==> config.mk <==
export PLATFORM = sky130hd
export DESIGN_NAME = mmu_translate_stage
export DESIGN_NICKNAME = d
export VERILOG_FILES = /design/src/rtl/mmu_translate_stage.sv
export SDC_FILE = /design/constraint.sdc
export NUM_CORES = 1
export LEC_CHECK = 0
export ABC_AREA = 1
export CAP_MARGIN = 10
export CORE_MARGIN = 5
export CORE_UTILIZATION = 25
export CTS_BUF_LIST = sky130_fd_sc_hd__clkbuf_4 sky130_fd_sc_hd__clkbuf_8 sky130_fd_sc_hd__clkbuf_16
export DETAILED_ROUTE_END_ITERATION = 6
export REMOVE_ABC_BUFFERS = 1
export SETUP_SLACK_MARGIN = 0.5
export SLEW_MARGIN = 0
export SYNTH_ARGS = -nofsm -noshare
export SYNTH_HDL_FRONTEND = slang
export SYNTH_SLANG_ARGS = --single-unit
==> constraint.sdc <==
create_clock -name clock -period 1.3 [get_ports clock]
set_clock_uncertainty 0.1 [all_clocks]
set_input_delay 0.26 -clock clock [delete_from_list [all_inputs] [get_ports clock]]
set_output_delay 0.26 -clock clock [all_outputs]
set_load 0.01 [all_outputs]
==> src/rtl/mmu_translate_stage.sv <==
// Two-stage elastic address-translation pipe feeding one TLB search port.
// Stage 1 holds the accepted request and drives the TLB search; stage 2
// captures the translated result and presents it to the consumer.

package mmu_translate_pkg;
  localparam int unsigned TLB_IDX_W = 4;
  localparam int unsigned ASID_W    = 8;

  typedef struct packed {
    logic [18:0]       vpn2;
    logic              is_odd_page;
    logic [ASID_W-1:0] asid;
  } search_request_t;

  typedef struct packed {
    logic [19:0] pfn;
    logic [1:0]  cache;
    logic        dirty;
    logic        valid;
  } tlb_entry_t;

  typedef struct packed {
    logic                 found;
    logic [TLB_IDX_W-1:0] index;
    tlb_entry_t           entry;
  } search_result_t;

  typedef enum logic [1:0] {
    EXC_NONE     = 2'd0,
    EXC_REFILL   = 2'd1,
    EXC_INVALID  = 2'd2,
    EXC_MODIFIED = 2'd3
  } tlb_exc_e;
endpackage

module mmu_translate_stage #(
  parameter int unsigned TLB_IDX_W = 4,
  parameter int unsigned ASID_W    = 8
) (
  input  logic                             clock,
  input  logic                             reset_n,
  input  logic                             flush,
  input  logic                             in_valid,
  output logic                             in_ready,
  input  logic [31:0]                      in_vaddr,
  input  logic                             in_is_store,
  input  logic [ASID_W-1:0]                in_asid,
  output mmu_translate_pkg::search_request_t tlb_req,
  input  mmu_translate_pkg::search_result_t  tlb_resp,
  output logic                             out_valid,
  input  logic                             out_ready,
  output logic [31:0]                      out_paddr,
  output logic [31:0]                      out_vaddr,
  output logic                             out_cached,
  output logic [TLB_IDX_W-1:0]             out_tlb_index,
  output logic [1:0]                       out_exc
);

  // Stage 1 registers
  logic                 s1_valid_q, s1_valid_d;
  logic [31:0]          s1_vaddr_q;
  logic                 s1_is_store_q;
  logic [ASID_W-1:0]    s1_asid_q;

  // Stage 2 registers (drive out_* directly)
  logic                 s2_valid_q, s2_valid_d;
  logic [31:0]          s2_vaddr_q;
  logic [31:0]          s2_paddr_q;
  logic                 s2_cached_q;
  logic [TLB_IDX_W-1:0] s2_index_q;
  mmu_translate_pkg::tlb_exc_e s2_exc_q;

  // Handshake
  logic s2_free, s1_adv, accept;

  // Translation result computed from stage 1 and the TLB response
  logic [31:0]          lk_paddr;
  logic                 lk_cached;
  logic [TLB_IDX_W-1:0] lk_index;
  mmu_translate_pkg::tlb_exc_e lk_exc;

  assign s2_free  = !s2_valid_q || out_ready;
  assign s1_adv   = s1_valid_q && s2_free;
  assign in_ready = (!s1_valid_q || s2_free) && !flush;
  assign accept   = in_valid && in_ready;

  assign tlb_req.vpn2        = s1_vaddr_q[31:13];
  assign tlb_req.is_odd_page = s1_vaddr_q[12];
  assign tlb_req.asid        = s1_asid_q;

  assign out_valid     = s2_valid_q;
  assign out_paddr     = s2_paddr_q;
  assign out_vaddr     = s2_vaddr_q;
  assign out_cached    = s2_cached_q;
  assign out_tlb_index = s2_index_q;
  assign out_exc       = s2_exc_q;

  // Segment decode and TLB exception priority (REFILL > INVALID > MODIFIED)
  always_comb begin
    lk_paddr  = {3'b000, s1_vaddr_q[28:0]};
    lk_cached = 1'b0;
    lk_index  = '0;
    lk_exc    = mmu_translate_pkg::EXC_NONE;
    case (s1_vaddr_q[31:29])
      3'b100: lk_cached = 1'b1;
      3'b101: lk_cached = 1'b0;
      default: begin
        lk_paddr  = {tlb_resp.entry.pfn, s1_vaddr_q[11:0]};
        lk_cached = (tlb_resp.entry.cache == 2'b11);
        if (tlb_resp.found) lk_index = tlb_resp.index;
        if (!tlb_resp.found)
          lk_exc = mmu_translate_pkg::EXC_REFILL;
        else if (!tlb_resp.entry.valid)
          lk_exc = mmu_translate_pkg::EXC_INVALID;
        else if (s1_is_store_q && !tlb_resp.entry.dirty)
          lk_exc = mmu_translate_pkg::EXC_MODIFIED;
      end
    endcase
  end

  // Next-state valid bits; flush wins over any load
  always_comb begin
    s1_valid_d = s1_valid_q;
    s2_valid_d = s2_valid_q;
    if (flush) begin
      s1_valid_d = 1'b0;
      s2_valid_d = 1'b0;
    end else begin
      if (accept)      s1_valid_d = 1'b1;
      else if (s1_adv) s1_valid_d = 1'b0;
      if (s1_adv)         s2_valid_d = 1'b1;
      else if (out_ready) s2_valid_d = 1'b0;
    end
  end

  // Valid bits and stage 1 request capture
  always_ff @(posedge clock or negedge reset_n) begin
    if (!reset_n) begin
      s1_valid_q    <= 1'b0;
      s2_valid_q    <= 1'b0;
      s1_vaddr_q    <= '0;
      s1_is_store_q <= 1'b0;
      s1_asid_q     <= '0;
    end else begin
      s1_valid_q <= s1_valid_d;
      s2_valid_q <= s2_valid_d;
      if (accept) begin
        s1_vaddr_q    <= in_vaddr;
        s1_is_store_q <= in_is_store;
        s1_asid_q     <= in_asid;
      end
    end
  end

  // Stage 2 result capture; held while the consumer stalls
  always_ff @(posedge clock or negedge reset_n) begin
    if (!reset_n) begin
      s2_vaddr_q  <= '0;
      s2_paddr_q  <= '0;
      s2_cached_q <= 1'b0;
      s2_index_q  <= '0;
      s2_exc_q    <= mmu_translate_pkg::EXC_NONE;
    end else if (s1_adv && !flush) begin
      s2_vaddr_q  <= s1_vaddr_q;
      s2_paddr_q  <= lk_paddr;
      s2_cached_q <= lk_cached;
      s2_index_q  <= lk_index;
      s2_exc_q    <= lk_exc;
    end
  end

endmodule

==> flow_metrics.tcl <==
set metrics [dict create \
    die-width_microns 142.2 \
    syn_avg_cell_area_sq_um 8.318 \
    cp.arrival_ns 1.07 \
    hold_viol 102 \
    antenna_found_initial 0 \
    die_h_microns 142.2 \
    p_sw_mw 2.983 \
    via_count 4220 \
    setup_viol 102 \
    power_mw 9.791 \
    ys_ff_latch 102 \
    place_hpwl_mm 10.14 \
    netlist_area_sq_mm 0.004367 \
    core_area_sq_mm 0.01724 \
    path_class "flip-flop to output port" \
    grt_max_degree 40 \
    synth_flop_cell "dfrtp_1" \
    min_period_over_period 1.101 \
    grt-ovfl-total 0 \
    routed_via_density 4.284 \
    worstSkewPairLatency_ns 0.35 \
    leakagePower_nw 3.833 \
    holdWs_ns -0.3246 \
    clkTransAtPathRegs_ns 0.07 \
    maxSlewHeadroom 0.8063 \
    layout.nets 829 \
    rsz0062_at_grt "true" \
    ant_nets 0 \
    layout_common_cells "nand2_1 (304), dfrtp_1 (102), buf_4 (71)" \
    power_density_mw_per_mm2 1389 \
    outcome "finished, violations left" \
    crit_fanout 2 \
    grt_pass1_wl_mm 23.52 \
    p_sw_frac 0.3046 \
    slew_violations 0 \
    final_layout_size_suffix_gt1_frac 0.2899 \
    ys_seq_area_frac 0.5845 \
    fmax_mhz 698.9 \
    reg2reg_slack_ns -0.11 \
    synth-edff-count 0 \
    start_util 0.2533 \
    port-buffer-count 175 \
    routed_wl_mm 14.92 \
    tightest_slew_ns 0.2906 \
    irDropWorstVdd_uv 602.5 \
    finalWorstSetupSlack_ns -0.1307 \
    rows 48 \
    routedWlPerCell_microns 15.15 \
    drc 0 \
    clk_path_buf_depth 2 \
    ys_types 17 \
    drt_iter0_markers 169 \
    cts_made_buffers 9 \
    start_kind "flip-flop" \
    grt_use_total 0.1475 \
    grt_pass1_vias 4219 \
    seq_power_share 0.419 \
    syn_inst 525 \
    dr.pass1.iters 5 \
    clkPwrFrac 0.272 \
    layout_min_cycle_time_ns 1.431 \
    ioPinCount 176 \
    end_kind "output port" \
    numClockSinks 102 \
    gp_congestion 0.7854 \
    intPower_mw 6.809 \
    dpl.cell_count 927 \
    cp.required_ns 0.94 \
    yosys_warnings 0 \
    die_area_sq_mm 0.02021 \
    pwr-share-comb 0.310 \
    htreeDepth 3 \
    root_buffer "clkbuf_16" \
    fin_util 0.4089 \
    maxCapViolations 0 \
    cts_tree "yes" \
    min_path_type "primary input to asynchronous set/reset pin" \
    ys_async_sr_fraction 1.000 \
    stdcell_count 985 \
    area_delta_synth_final_pct 61.40 \
    violations "negative hold slack, negative setup slack" \
    final_common_cell "nand2_1" \
]
area by class of cell:
class | count | area (sq um)
clock inverters | 4 | 31.28
flip-flops and latches | 102 | 2552
inverters | 9 | 36.28
diodes | 1 | 2.502
repair buffers | 262 | 2306
clock buffers | 12 | 260.3
multi-input cells | 370 | 1578
well taps | 225 | 281.5
fillers | 1806 | 10190
state kept, by name, summed over array words and instances (netlist names):
name and count:
out_vaddr 32, out_cached 1, out_valid 1, out_paddr 20
s1_is_store_q 1, s1_vaddr_q 32, s1_asid_q 8, out_tlb_index 4
s1_valid_q 1, out_exc 2
kinds of logic after synthesis:
group / after synthesis / synth area share
compound gates: 9 / 0.01089
buf+inv: 53 / 0.06475
flops: 102 / 0.5845
simple gates: 361 / 0.3398
critical path, cell delays in order, from the launching register on:
cell     delay [ns]
dfrtp_1        0.39
nand3_2        0.10
nand2_1        0.07
inv_1          0.03
buf_2          0.13
path summary, 6_finish.rpt:
path                                            from                         to  cells past startpoint
min reg2reg                s1_vaddr_q[5]$_DFFE_PN0P_   out_vaddr[5]$_DFFE_PN0P_                      2
max in group asynchronous                    reset_n  out_vaddr[15]$_DFFE_PN0P_                      2
min in group clock                             flush      out_valid$_DFFE_PN0P_                      3
max reg2reg                   s1_valid_q$_DFFE_PN0P_  out_paddr[17]$_DFFE_PN0P_                      8
max                           s1_valid_q$_DFFE_PN0P_                   in_ready                      4
min                                          reset_n   s1_asid_q[6]$_DFFE_PN0P_                      1
metal layers:
| metal | vias to the layer above | GRT usage | part of all wire |
|---|---|---|---|
| met5 | - | 0 | 0 |
| met4 | 0 | 0.03990 | 0.011 |
| met3 | 11 | 0.03763 | 0.069 |
| met2 | 129 | 0.2335 | 0.46 |
| met1 | 1963 | 0.2014 | 0.46 |
| li1 | 2117 | - | - |
power groups by stage:
| stage | clock, mW | combinational (mW) | sequential (mW) |
|---|---|---|---|
| 2_1_floorplan | 0 | 0.652 | 4.42 |
| 3_3_place_gp | 0 | 2.99 | 4.14 |
| 6_report | 2.66 | 3.03 | 4.10 |
| 5_1_grt | 2.87 | 3.33 | 4.18 |
| 4_1_cts | 2.76 | 2.90 | 4.08 |
| 3_5_place_dp | 0 | 3.02 | 4.15 |
repair_timing:
item                       CTS  global route
buffers inserted            25            14
resized for setup          448            14
pin swaps                    2             1
cloned                       2             0
setup endpoints to repair  203           203
hold endpoints to repair   102            64
synthesized netlist by cell type, types with 2 or more instances:
cell type | count | area (sq um)
nand2_1 | 306 | 1149
dfrtp_1 | 102 | 2552
nand4_1 | 41 | 256.5
clkbuf_1 | 15 | 56.30
buf_4 | 14 | 105.1
buf_2 | 13 | 65.06
nand3_1 | 8 | 40.04
inv_1 | 6 | 22.52
o21ai_0 | 6 | 30.03
inv_2 | 3 | 11.26
nor2_1 | 3 | 11.26
a21oi_1 | 2 | 10.01
buf_6 | 2 | 22.52
through the flow:
| step | TNS, ns | setup WS (ns) | area, sq um |
|---|---|---|---|
| 5_1_grt | -13.43 | -0.1908 | 7046 |
| 3_5_place_dp | -50.59 | -0.5785 | 6629 |
| 3_3_place_gp | -47.84 | -0.5717 | 6629 |
| 6_report | -5.697 | -0.1307 | 7048 |
| 2_1_floorplan | -106.35 | -1.305 | 4118 |
| 4_1_cts | -6.968 | -0.1325 | 6863 |
No activity file was read; power rests on OpenSTA's default activity.
